## config.mk

```make
export PLATFORM = sky130hd
export DESIGN_NAME = ps2_key_decoder
export DESIGN_NICKNAME = d
export VERILOG_FILES = /design/src/rtl/ps2_key_decoder.sv
export SDC_FILE = /design/constraint.sdc
export NUM_CORES = 1
export LEC_CHECK = 0
export CAP_MARGIN = 40
export CELL_PAD_IN_SITES_DETAIL_PLACEMENT = 0
export CELL_PAD_IN_SITES_GLOBAL_PLACEMENT = 1
export CORE_MARGIN = 1
export CORE_UTILIZATION = 44
export CTS_BUF_LIST = sky130_fd_sc_hd__clkbuf_8
export DETAILED_ROUTE_END_ITERATION = 16
export HOLD_SLACK_MARGIN = 0.03
export PLACE_DENSITY = 0.83
export SETUP_SLACK_MARGIN = 0.5
export SYNTH_ARGS = -nofsm -noshare
export SYNTH_HDL_FRONTEND = slang
export SYNTH_SLANG_ARGS = --single-unit
```

## constraint.sdc

```tcl
create_clock -name CLOCK_50 -period 2.2 [get_ports CLOCK_50]
set_input_delay 0.44 -clock CLOCK_50 [delete_from_list [all_inputs] [get_ports CLOCK_50]]
set_output_delay 0.44 -clock CLOCK_50 [all_outputs]
set_load 0.1 [all_outputs]
```

## src/rtl/ps2_key_decoder.sv

```systemverilog
// ---------------------------------------------------------------------------
// ps2_key_decoder
//   Receives PS/2 keyboard frames, decodes Set-2 make / break / extended
//   sequences and maps the 17 game keys onto a 5-bit key code.
//
// Ports
//   CLOCK_50     in   system clock, 50 MHz
//   resetn       in   asynchronous active-low reset
//   PS2_CLK      in   raw keyboard clock (asynchronous)
//   PS2_DAT      in   raw keyboard data  (asynchronous)
//   KEY_PRESSED  out  held key code 0..16, or IDLE_CODE when nothing is held
//   key_valid    out  one-cycle pulse on each accepted make of a mapped key
//   frame_err    out  one-cycle pulse on start/parity/stop error or timeout
//   scan_byte    out  last correctly received byte (debug)
// ---------------------------------------------------------------------------
module ps2_key_decoder #(
  parameter int         TIMEOUT_CYCLES = 100000,
  parameter logic [4:0] IDLE_CODE      = 5'd31
) (
  input  logic       CLOCK_50,
  input  logic       resetn,
  input  logic       PS2_CLK,
  input  logic       PS2_DAT,
  output logic [4:0] KEY_PRESSED,
  output logic       key_valid,
  output logic       frame_err,
  output logic [7:0] scan_byte
);

  localparam int TW = $clog2(TIMEOUT_CYCLES + 1);

  typedef enum logic [1:0] {
    RX_IDLE,
    RX_DATA,
    RX_PARITY,
    RX_STOP
  } rx_state_e;

  // -------------------------------------------------------------------------
  // Input synchronizers and falling-edge detect
  // -------------------------------------------------------------------------
  logic [1:0] clk_sync_q;
  logic [1:0] dat_sync_q;
  logic       clk_prev_q;
  logic       sync_clk;
  logic       sync_dat;
  logic       fall;

  // Idle PS/2 lines are high, so the synchronizers reset high to avoid a
  // spurious falling edge when reset is released.
  // NOTE: sequential state is written with non-blocking assignments only, so
  // every flop samples the pre-edge value of its neighbours.
  always_ff @(posedge CLOCK_50 or negedge resetn) begin
    if (!resetn) begin
      clk_sync_q <= 2'b11;
      dat_sync_q <= 2'b11;
      clk_prev_q <= 1'b1;
    end else begin
      clk_sync_q <= {clk_sync_q[0], PS2_CLK};
      dat_sync_q <= {dat_sync_q[0], PS2_DAT};
      clk_prev_q <= clk_sync_q[1];
    end
  end

  assign sync_clk = clk_sync_q[1];
  assign sync_dat = dat_sync_q[1];
  assign fall     = clk_prev_q & ~sync_clk;

  // -------------------------------------------------------------------------
  // Receiver FSM
  // -------------------------------------------------------------------------
  rx_state_e       rx_state_q;
  rx_state_e       rx_state_d;
  logic [2:0]      bit_cnt_q;
  logic [7:0]      shift_q;
  logic            parity_q;
  logic [TW-1:0]   tmo_cnt_q;
  logic            tmo_expired;

  logic            clr_bits;
  logic            shift_en;
  logic            parity_en;
  logic            byte_ok;
  logic            byte_bad;

  logic            byte_rdy_q;
  logic            rx_err_q;

  // Only a partial frame can time out; idle gaps between frames are unbounded.
  assign tmo_expired = (rx_state_q != RX_IDLE) && (tmo_cnt_q == TW'(TIMEOUT_CYCLES));

  always_ff @(posedge CLOCK_50 or negedge resetn) begin
    if (!resetn) rx_state_q <= RX_IDLE;
    else         rx_state_q <= rx_state_d;
  end

  // NOTE: every signal driven here gets a default first, so no path through
  // the block leaves a value unassigned and no latch is inferred.
  always_comb begin
    rx_state_d = rx_state_q;
    if (fall) begin
      unique case (rx_state_q)
        RX_IDLE:   if (!sync_dat) rx_state_d = RX_DATA;
        RX_DATA:   if (bit_cnt_q == 3'd7) rx_state_d = RX_PARITY;
        RX_PARITY: rx_state_d = RX_STOP;
        RX_STOP:   rx_state_d = RX_IDLE;
        default:   rx_state_d = RX_IDLE;
      endcase
    end else if (tmo_expired) begin
      rx_state_d = RX_IDLE;
    end
  end

  always_comb begin
    clr_bits  = 1'b0;
    shift_en  = 1'b0;
    parity_en = 1'b0;
    byte_ok   = 1'b0;
    byte_bad  = 1'b0;
    if (fall) begin
      unique case (rx_state_q)
        RX_IDLE:   clr_bits  = ~sync_dat;
        RX_DATA:   shift_en  = 1'b1;
        RX_PARITY: parity_en = 1'b1;
        RX_STOP: begin
          // Odd parity: data bits plus parity bit carry an odd number of ones.
          byte_ok  = sync_dat & ((^shift_q) ^ parity_q);
          byte_bad = ~byte_ok;
        end
        default: ;
      endcase
    end else if (tmo_expired) begin
      byte_bad = 1'b1;
    end
  end

  always_ff @(posedge CLOCK_50 or negedge resetn) begin
    if (!resetn) begin
      bit_cnt_q  <= '0;
      shift_q    <= '0;
      parity_q   <= 1'b0;
      byte_rdy_q <= 1'b0;
      rx_err_q   <= 1'b0;
      scan_byte  <= 8'h00;
    end else begin
      byte_rdy_q <= byte_ok;
      rx_err_q   <= byte_bad;
      if (clr_bits)      bit_cnt_q <= '0;
      else if (shift_en) bit_cnt_q <= bit_cnt_q + 3'd1;
      // LSB arrives first, so shift in from the top.
      if (shift_en)  shift_q  <= {sync_dat, shift_q[7:1]};
      if (parity_en) parity_q <= sync_dat;
      if (byte_ok)   scan_byte <= shift_q;
    end
  end

  always_ff @(posedge CLOCK_50 or negedge resetn) begin
    if (!resetn)                           tmo_cnt_q <= '0;
    else if (fall || rx_state_q == RX_IDLE) tmo_cnt_q <= '0;
    else if (!tmo_expired)                 tmo_cnt_q <= tmo_cnt_q + TW'(1);
  end

  // -------------------------------------------------------------------------
  // Scan-code decoder
  // -------------------------------------------------------------------------
  // Returns {hit, code}. The extended flag is part of the key so that E0 1D
  // and E0 1C do not alias onto the P1 keys.
  function automatic logic [5:0] lookup(input logic ext, input logic [7:0] b);
    logic [5:0] r;
    r = 6'd0;
    unique case ({ext, b})
      9'h01D: r = {1'b1, 5'd0};
      9'h01B: r = {1'b1, 5'd1};
      9'h01C: r = {1'b1, 5'd2};
      9'h023: r = {1'b1, 5'd3};
      9'h043: r = {1'b1, 5'd4};
      9'h042: r = {1'b1, 5'd5};
      9'h03B: r = {1'b1, 5'd6};
      9'h04B: r = {1'b1, 5'd7};
      9'h175: r = {1'b1, 5'd8};
      9'h172: r = {1'b1, 5'd9};
      9'h16B: r = {1'b1, 5'd10};
      9'h174: r = {1'b1, 5'd11};
      9'h075: r = {1'b1, 5'd12};
      9'h073: r = {1'b1, 5'd13};
      9'h06B: r = {1'b1, 5'd14};
      9'h074: r = {1'b1, 5'd15};
      9'h029: r = {1'b1, 5'd16};
      default: r = 6'd0;
    endcase
    return r;
  endfunction

  logic       ext_q;
  logic       brk_q;
  logic       lk_hit;
  logic [4:0] lk_code;

  assign {lk_hit, lk_code} = lookup(ext_q, scan_byte);

  // scan_byte and byte_rdy_q update on the same edge, so the decoder sees the
  // freshly received byte here.
  always_ff @(posedge CLOCK_50 or negedge resetn) begin
    if (!resetn) begin
      ext_q       <= 1'b0;
      brk_q       <= 1'b0;
      KEY_PRESSED <= IDLE_CODE;
      key_valid   <= 1'b0;
      frame_err   <= 1'b0;
    end else begin
      key_valid <= 1'b0;
      frame_err <= rx_err_q;
      if (byte_rdy_q) begin
        if (scan_byte == 8'hE0) begin
          ext_q <= 1'b1;
        end else if (scan_byte == 8'hF0) begin
          brk_q <= 1'b1;
        end else begin
          ext_q <= 1'b0;
          brk_q <= 1'b0;
          if (lk_hit) begin
            if (!brk_q) begin
              KEY_PRESSED <= lk_code;
              key_valid   <= 1'b1;
            end else if (lk_code == KEY_PRESSED) begin
              KEY_PRESSED <= IDLE_CODE;
            end
          end
        end
      end
    end
  end

endmodule

```

Word-level counts from Yosys, hierarchy flattened
Index checks and enable logic that the tools add are counted.
- register bits after elaboration: 55
- bits of input ports: 4
- output and inout port bits: 15
- logic and storage cells: 98
- reductions and logical operators: 11
- bitwise logic cells: 8
- add/subtract/negate cells: 2
- eq/ne operators: 30
- multiplexer cells: 31
- operators by type and width (cell ; count):
    $pmux 6 s17 ; 1
    $eq 9x7->1 const B ; 7
    $eq 9x9->1 const B ; 4
    $mux 17 ; 2
    $eq 9x5->1 const B ; 3
    $eq 9x6->1 const B ; 3
    $mux 1 ; 19
    $add 17x1->17 const B ; 1
    $eq 17x17->1 const B ; 1
    $eq 8x8->1 const B ; 2
    $mux 5 ; 2
    $mux 2 ; 4
    $pmux 2 s4 ; 1
    $reduce_xor 8->1 ; 1
    $mux 3 ; 2
    $ne 3x3->1 const B ; 2
    $reduce_bool 2->1 ; 3
    $eq 5x5->1 ; 1
    $not 1->1 ; 5
    $reduce_and 5->1 ; 1
    $eq 2x2->1 const B ; 2
    $ne 2x1->1 const B ; 2
    $reduce_and 2->1 ; 2
    $add 3x1->3 const B ; 1
    other kinds (9) ; 10

Longest topological paths before layout
- depth after elaboration: 6
- gate-level depth with buffers: 9
- mapped depth without buffers: 9

Least setup slack after synthesis
Ideal clock, no wire load.
- path type: reg2reg
- start: reg scan_byte[2]
- end: reg KEY_PRESSED[0]
- cell stages (with the launch flop): 9
- buffers on the path: 1
- required time: 2.112 ns
- clock period less this slack: 2.733 ns
- setup time: 0.088 ns
- path slack: -0.533 ns
- data arrival time: 2.644 ns
- cell sequence: dfrtp_1 > buf_2 > nor4bb_1 > and2_1 > a211o_2 > or4_4 > nor2b_4 > o22ai_1 > a31oi_1
- word-level cells in the longest chain between the ends: 5
- elaborated cells between the ends (all ways): 26
- classes of those cells: eq/ne (21); mux (2); bitwise (2); reduce/logical (1)
- RTL lines (what ; line ; text):
    start, declared ; 27 ; output logic [7:0] scan_byte
    start signal, assigned ; 153 ; if (byte_ok) scan_byte <= shift_q;
    $eq 9x6->1 (tied with other cells) ; 171 ; unique case ({ext, b})
    $pmux 6 s17 ; 171 ;
    $eq 5x5->1 ; 225 ; end else if (lk_code == KEY_PRESSED) begin
    $ne 2x1->1 (no source line) ; - ;
    $reduce_and 5->1 (no source line) ; - ;
    end signal, assigned ; 223 ; KEY_PRESSED <= lk_code;
    end, declared ; 24 ; output logic [4:0] KEY_PRESSED,
Parallel ways exist; a longest one is shown, timed or not.
A chain may end at the register's enable or synchronous reset.

Worst setup path in the final report
- start: reg rx_state_q[0]
- end: reg rx_state_q[1]
- word-level cells in the longest chain between the ends: 4
- elaborated cells between the ends (all ways): 12
- classes of those cells: eq/ne (5); mux (2); reduce/logical (5)
- RTL lines (what ; line ; text):
    start, declared ; 72 ; rx_state_e rx_state_q;
    start signal, assigned ; 94 ; else rx_state_q <= rx_state_d;
    parallel branches: the longest is 4 deep, another holds $pmux 2 s4 ; - ;
Several ways; the timed one is not identified.

==> metrics <==
number of buffers created by CTS 5; Clock Latency Late Sink approximately 310 ps; Top delay family on crit path simple AND/OR/NAND/NOR gates; number of top-level pins 19; worst-path cell chain inv_2 > ha_4 > or4_4 > or4_4 > nor4_4 > nand3_2 > o21ai_4 > nor2_2 > a31o_1; Die X-Extent about 84 um; HPWL Detailed 4260 um; Post-Route WL approximately 6300 um; outcome finished with violations; Placed Cells 405; Longest Clk Path Bufs 2; number of synthesized flops with an enable pin 0; relative slew slack between 60% and 70%; Max FO, Critical Path 3; Max Clk Rate approximately 440 MHz; Mapped Area ~0.0030 sq mm; Die Ht 84.0 um; area grow syn2layout 32.5%; setup ws final -72.7 ps; Final ANT Viol Nets 0; CP Capture Type flop; Adder-Cell Fraction of Synth Area under 10%; clock slew at reported path FFs about 90 ps; largest net degree at the start of global routing 32; Net Switching ~800 uW; DRC 6; power per cell area around 660 mW/mm^2; Pint between 1.5 and 2 mW; GRT Overall Usage between 10% and 20%; Initial Util a little under half; combinational share of power approximately a third; Buf/Inv on CP 1; # rows 29; fin cells about 430; Seq cells post-synth between 50 and 60; CTS H-tree depth 2; Final Total Pwr roughly 2.6 mW; Synth Area per Inst between 10 and 15 sq um; Most Frequent Cell on Critical Path or4_4; drt pass-1 iters 10; first-pass GRT wire length 10700 um; worst-margin pin slew ~570 ps; max_cap viols 0; root buf cell clkbuf_8; critical path's slowest cell or4_4; Compound-Gate Fraction of Synth Area 8.92%; power share of the clock group 20.4%; Die Area between 0.007 and 0.008 sq mm; Post-Synth Simple-Gate Area a little over a fifth; mux contribution to synthesized area around 7.2%; CP Launch Type flop; RD Place Congestion 0.864; Avg WL per Cell about 15 um; post-layout util 61.1%; Critical Path RT 2400 ps; Core Area ~0.0064 sq mm; FF+latch area ~0.0014 sq mm; 1st-iter DRT viols 93; Worst Hold Class input port to asynchronous set/reset pin; Design Area, Final around 0.0039 sq mm; WP data arrival roughly 2500 ps; cts hold-fix bufs 0; # setup viols final 8; area of the multi-input gates 0.00172 sq mm; worst vdd ir roughly 0.40 mV; critical path class flop to flop; Clock Sink Count between 50 and 60; Cell Area, Placed roughly 0.0035 sq mm; switch share 30.5%; Mapped Cells between 200 and 300; vias in the first global route around 2300; # fillers ~550; syn nets 298; Netlist cell types 54; post-layout minimum cycle time approximately 2300 ps; nets 360; Max Clock Skew approximately 8.6 ps; port bufs 18; max-slew violation count 0; initial antenna violation count 0; Fin. Hold Viols 0; TritonCTS clock tree yes; P_leak approximately 1.7 nW; DR vias/cell approximately 5.5; prevailing post-synth register cell dfrtp_1; share of cells above drive strength 1 44.4%; synth warn 0; Post-synth ARST share 100%; Antenna Cells 0; main combinational cell family by area after synthesis simple AND/OR/NAND/NOR gates; post-synthesis sequential area ratio between 40% and 50%; failing checks design-rule violations, negative setup slack; Overflow after GRT 0; Synth Area in XOR/XNOR roughly 8.3%; Seq pwr share about 47%; Final period util 103%; Vias ~2300; slowest stage delay, CP around 440 ps; RSZ-0062 raised after global routing true
[Yosys cell counts, types with 5 or more instances]
master / n / share of area (%)
buf_2: 7 / 1.2
dfstp_2: 10 / 8.9
o21ai_0: 9 / 1.5
nand3_1: 11 / 1.9
nor3_1: 7 / 1.2
nor2_1: 30 / 3.8
inv_1: 14 / 1.8
a21oi_1: 10 / 1.7
mux2_2: 18 / 6.8
dfrtp_1: 45 / 38
xnor2_1: 15 / 4.4
ha_1: 8 / 3.4
xor2_1: 13 / 3.8
nand2_1: 15 / 1.9
nand4_1: 5 / 1.1
[cells by family after synthesis]
kind of cell / after synthesis
adder cells (fa/ha/maj): 8
XOR/XNOR: 28
flip-flops: 55
multiplexers: 19
AO/OA/AOI/OAI: 40
buffers and inverters: 25
AND/OR/NAND/NOR: 111
[what timing repair did]
action | in CTS | in global routing
resized for setup | 36 | 31
setup endpoints to repair | 22 | 27
pin swaps | 13 | 13
setup buffers | 8 | 5
[power by group through the flow]
stage | clock network (mW) | logic, mW | registers [mW]
global route | 0.582 | 0.940 | 1.21
detailed placement | 0 | 0.663 | 1.23
CTS | 0.540 | 0.797 | 1.19
global placement | 0 | 0.648 | 1.22
floorplan | 0 | 0.464 | 1.22
finish | 0.524 | 0.853 | 1.20
[state kept, by name, indices dropped and copies added (netlist names)]
register / cells
shift_q: 8
bit_cnt_q: 3
ext_q: 1
brk_q: 1
scan_byte: 8
rx_err_q: 1
key_valid: 1
byte_rdy_q: 1
KEY_PRESSED: 5
dat_sync_q: 2
rx_state_q: 2
clk_sync_q: 2
frame_err: 1
parity_q: 1
tmo_cnt_q: 17
clk_prev_q: 1
[metal layers]
| layer | GRT usage (%) | wire length [um] |
|---|---|---|
| met1 | 24.8 | 2920 |
| met5 | 0 | 0 |
| met3 | 3.86 | 161 |
| met2 | 31.4 | 3190 |
| met4 | 6.11 | 50 |
[layout by cell type (no fill, tap or decap), drive strengths merged, types with 7 or more instances in the layout]
cell type / netlist / routed
a21oi: 10 / 10
buf: 7 / 64
dfrtp: 45 / 45
dfstp: 10 / 10
ha: 8 / 8
inv: 14 / 16
mux2: 18 / 18
nand2: 16 / 16
nand3: 12 / 12
nor2: 30 / 30
nor3: 7 / 7
o21ai: 10 / 10
xnor2: 15 / 15
xor2: 13 / 13
[worst register-to-register path, cell delays in order, from the launching register on]
cell and delay [ps]:
dfrtp_1 380, inv_2 60, ha_4 160, or4_4 410, or4_4 440, nor4_4 160
nand3_2 160, o21ai_4 190, nor2_2 50, a31o_1 170
[worst paths after layout]
path	endpoint	from	depth (start not counted)	slack, ps
hold / removal	scan_byte[0]$_DFFE_PN0P_	resetn	1	110
setup / recovery	rx_state_q[1]$_DFFE_PN0P_	rx_state_q[0]$_DFFE_PN0P_	9	-70
min in group CLOCK_50	frame_err$_DFF_PN0_	rx_err_q$_DFF_PN0_	0	350
hold reg to reg	frame_err$_DFF_PN0_	rx_err_q$_DFF_PN0_	0	350
max in group asynchronous	KEY_PRESSED[4]$_DFFE_PN1P_	resetn	2	1440
setup reg to reg	rx_state_q[1]$_DFFE_PN0P_	rx_state_q[0]$_DFFE_PN0P_	9	-70
[metrics by stage]
stage / setup WS (ps) / hold WS [ps] / TNS [ps]
after global placement: -92.7 / 334 / -394
after detailed placement: -79.6 / 336 / -389
after CTS: -93.1 / 132 / -224
after global routing: -164 / 151 / -1060
final: -72.7 / 114 / -343
after floorplan: -105 / 144 / -528
[cell type report]
type	count	area share, %
Sequential cell	55	36.2
Multi-Input combinational cell	206	43.8
Inverter	14	1.34
Clock buffer	5	1.75
Tap cell	77	2.46
Clock inverter	3	0.319
Timing Repair Buffer	66	14.2
Power figures use the tool's default switching activity.
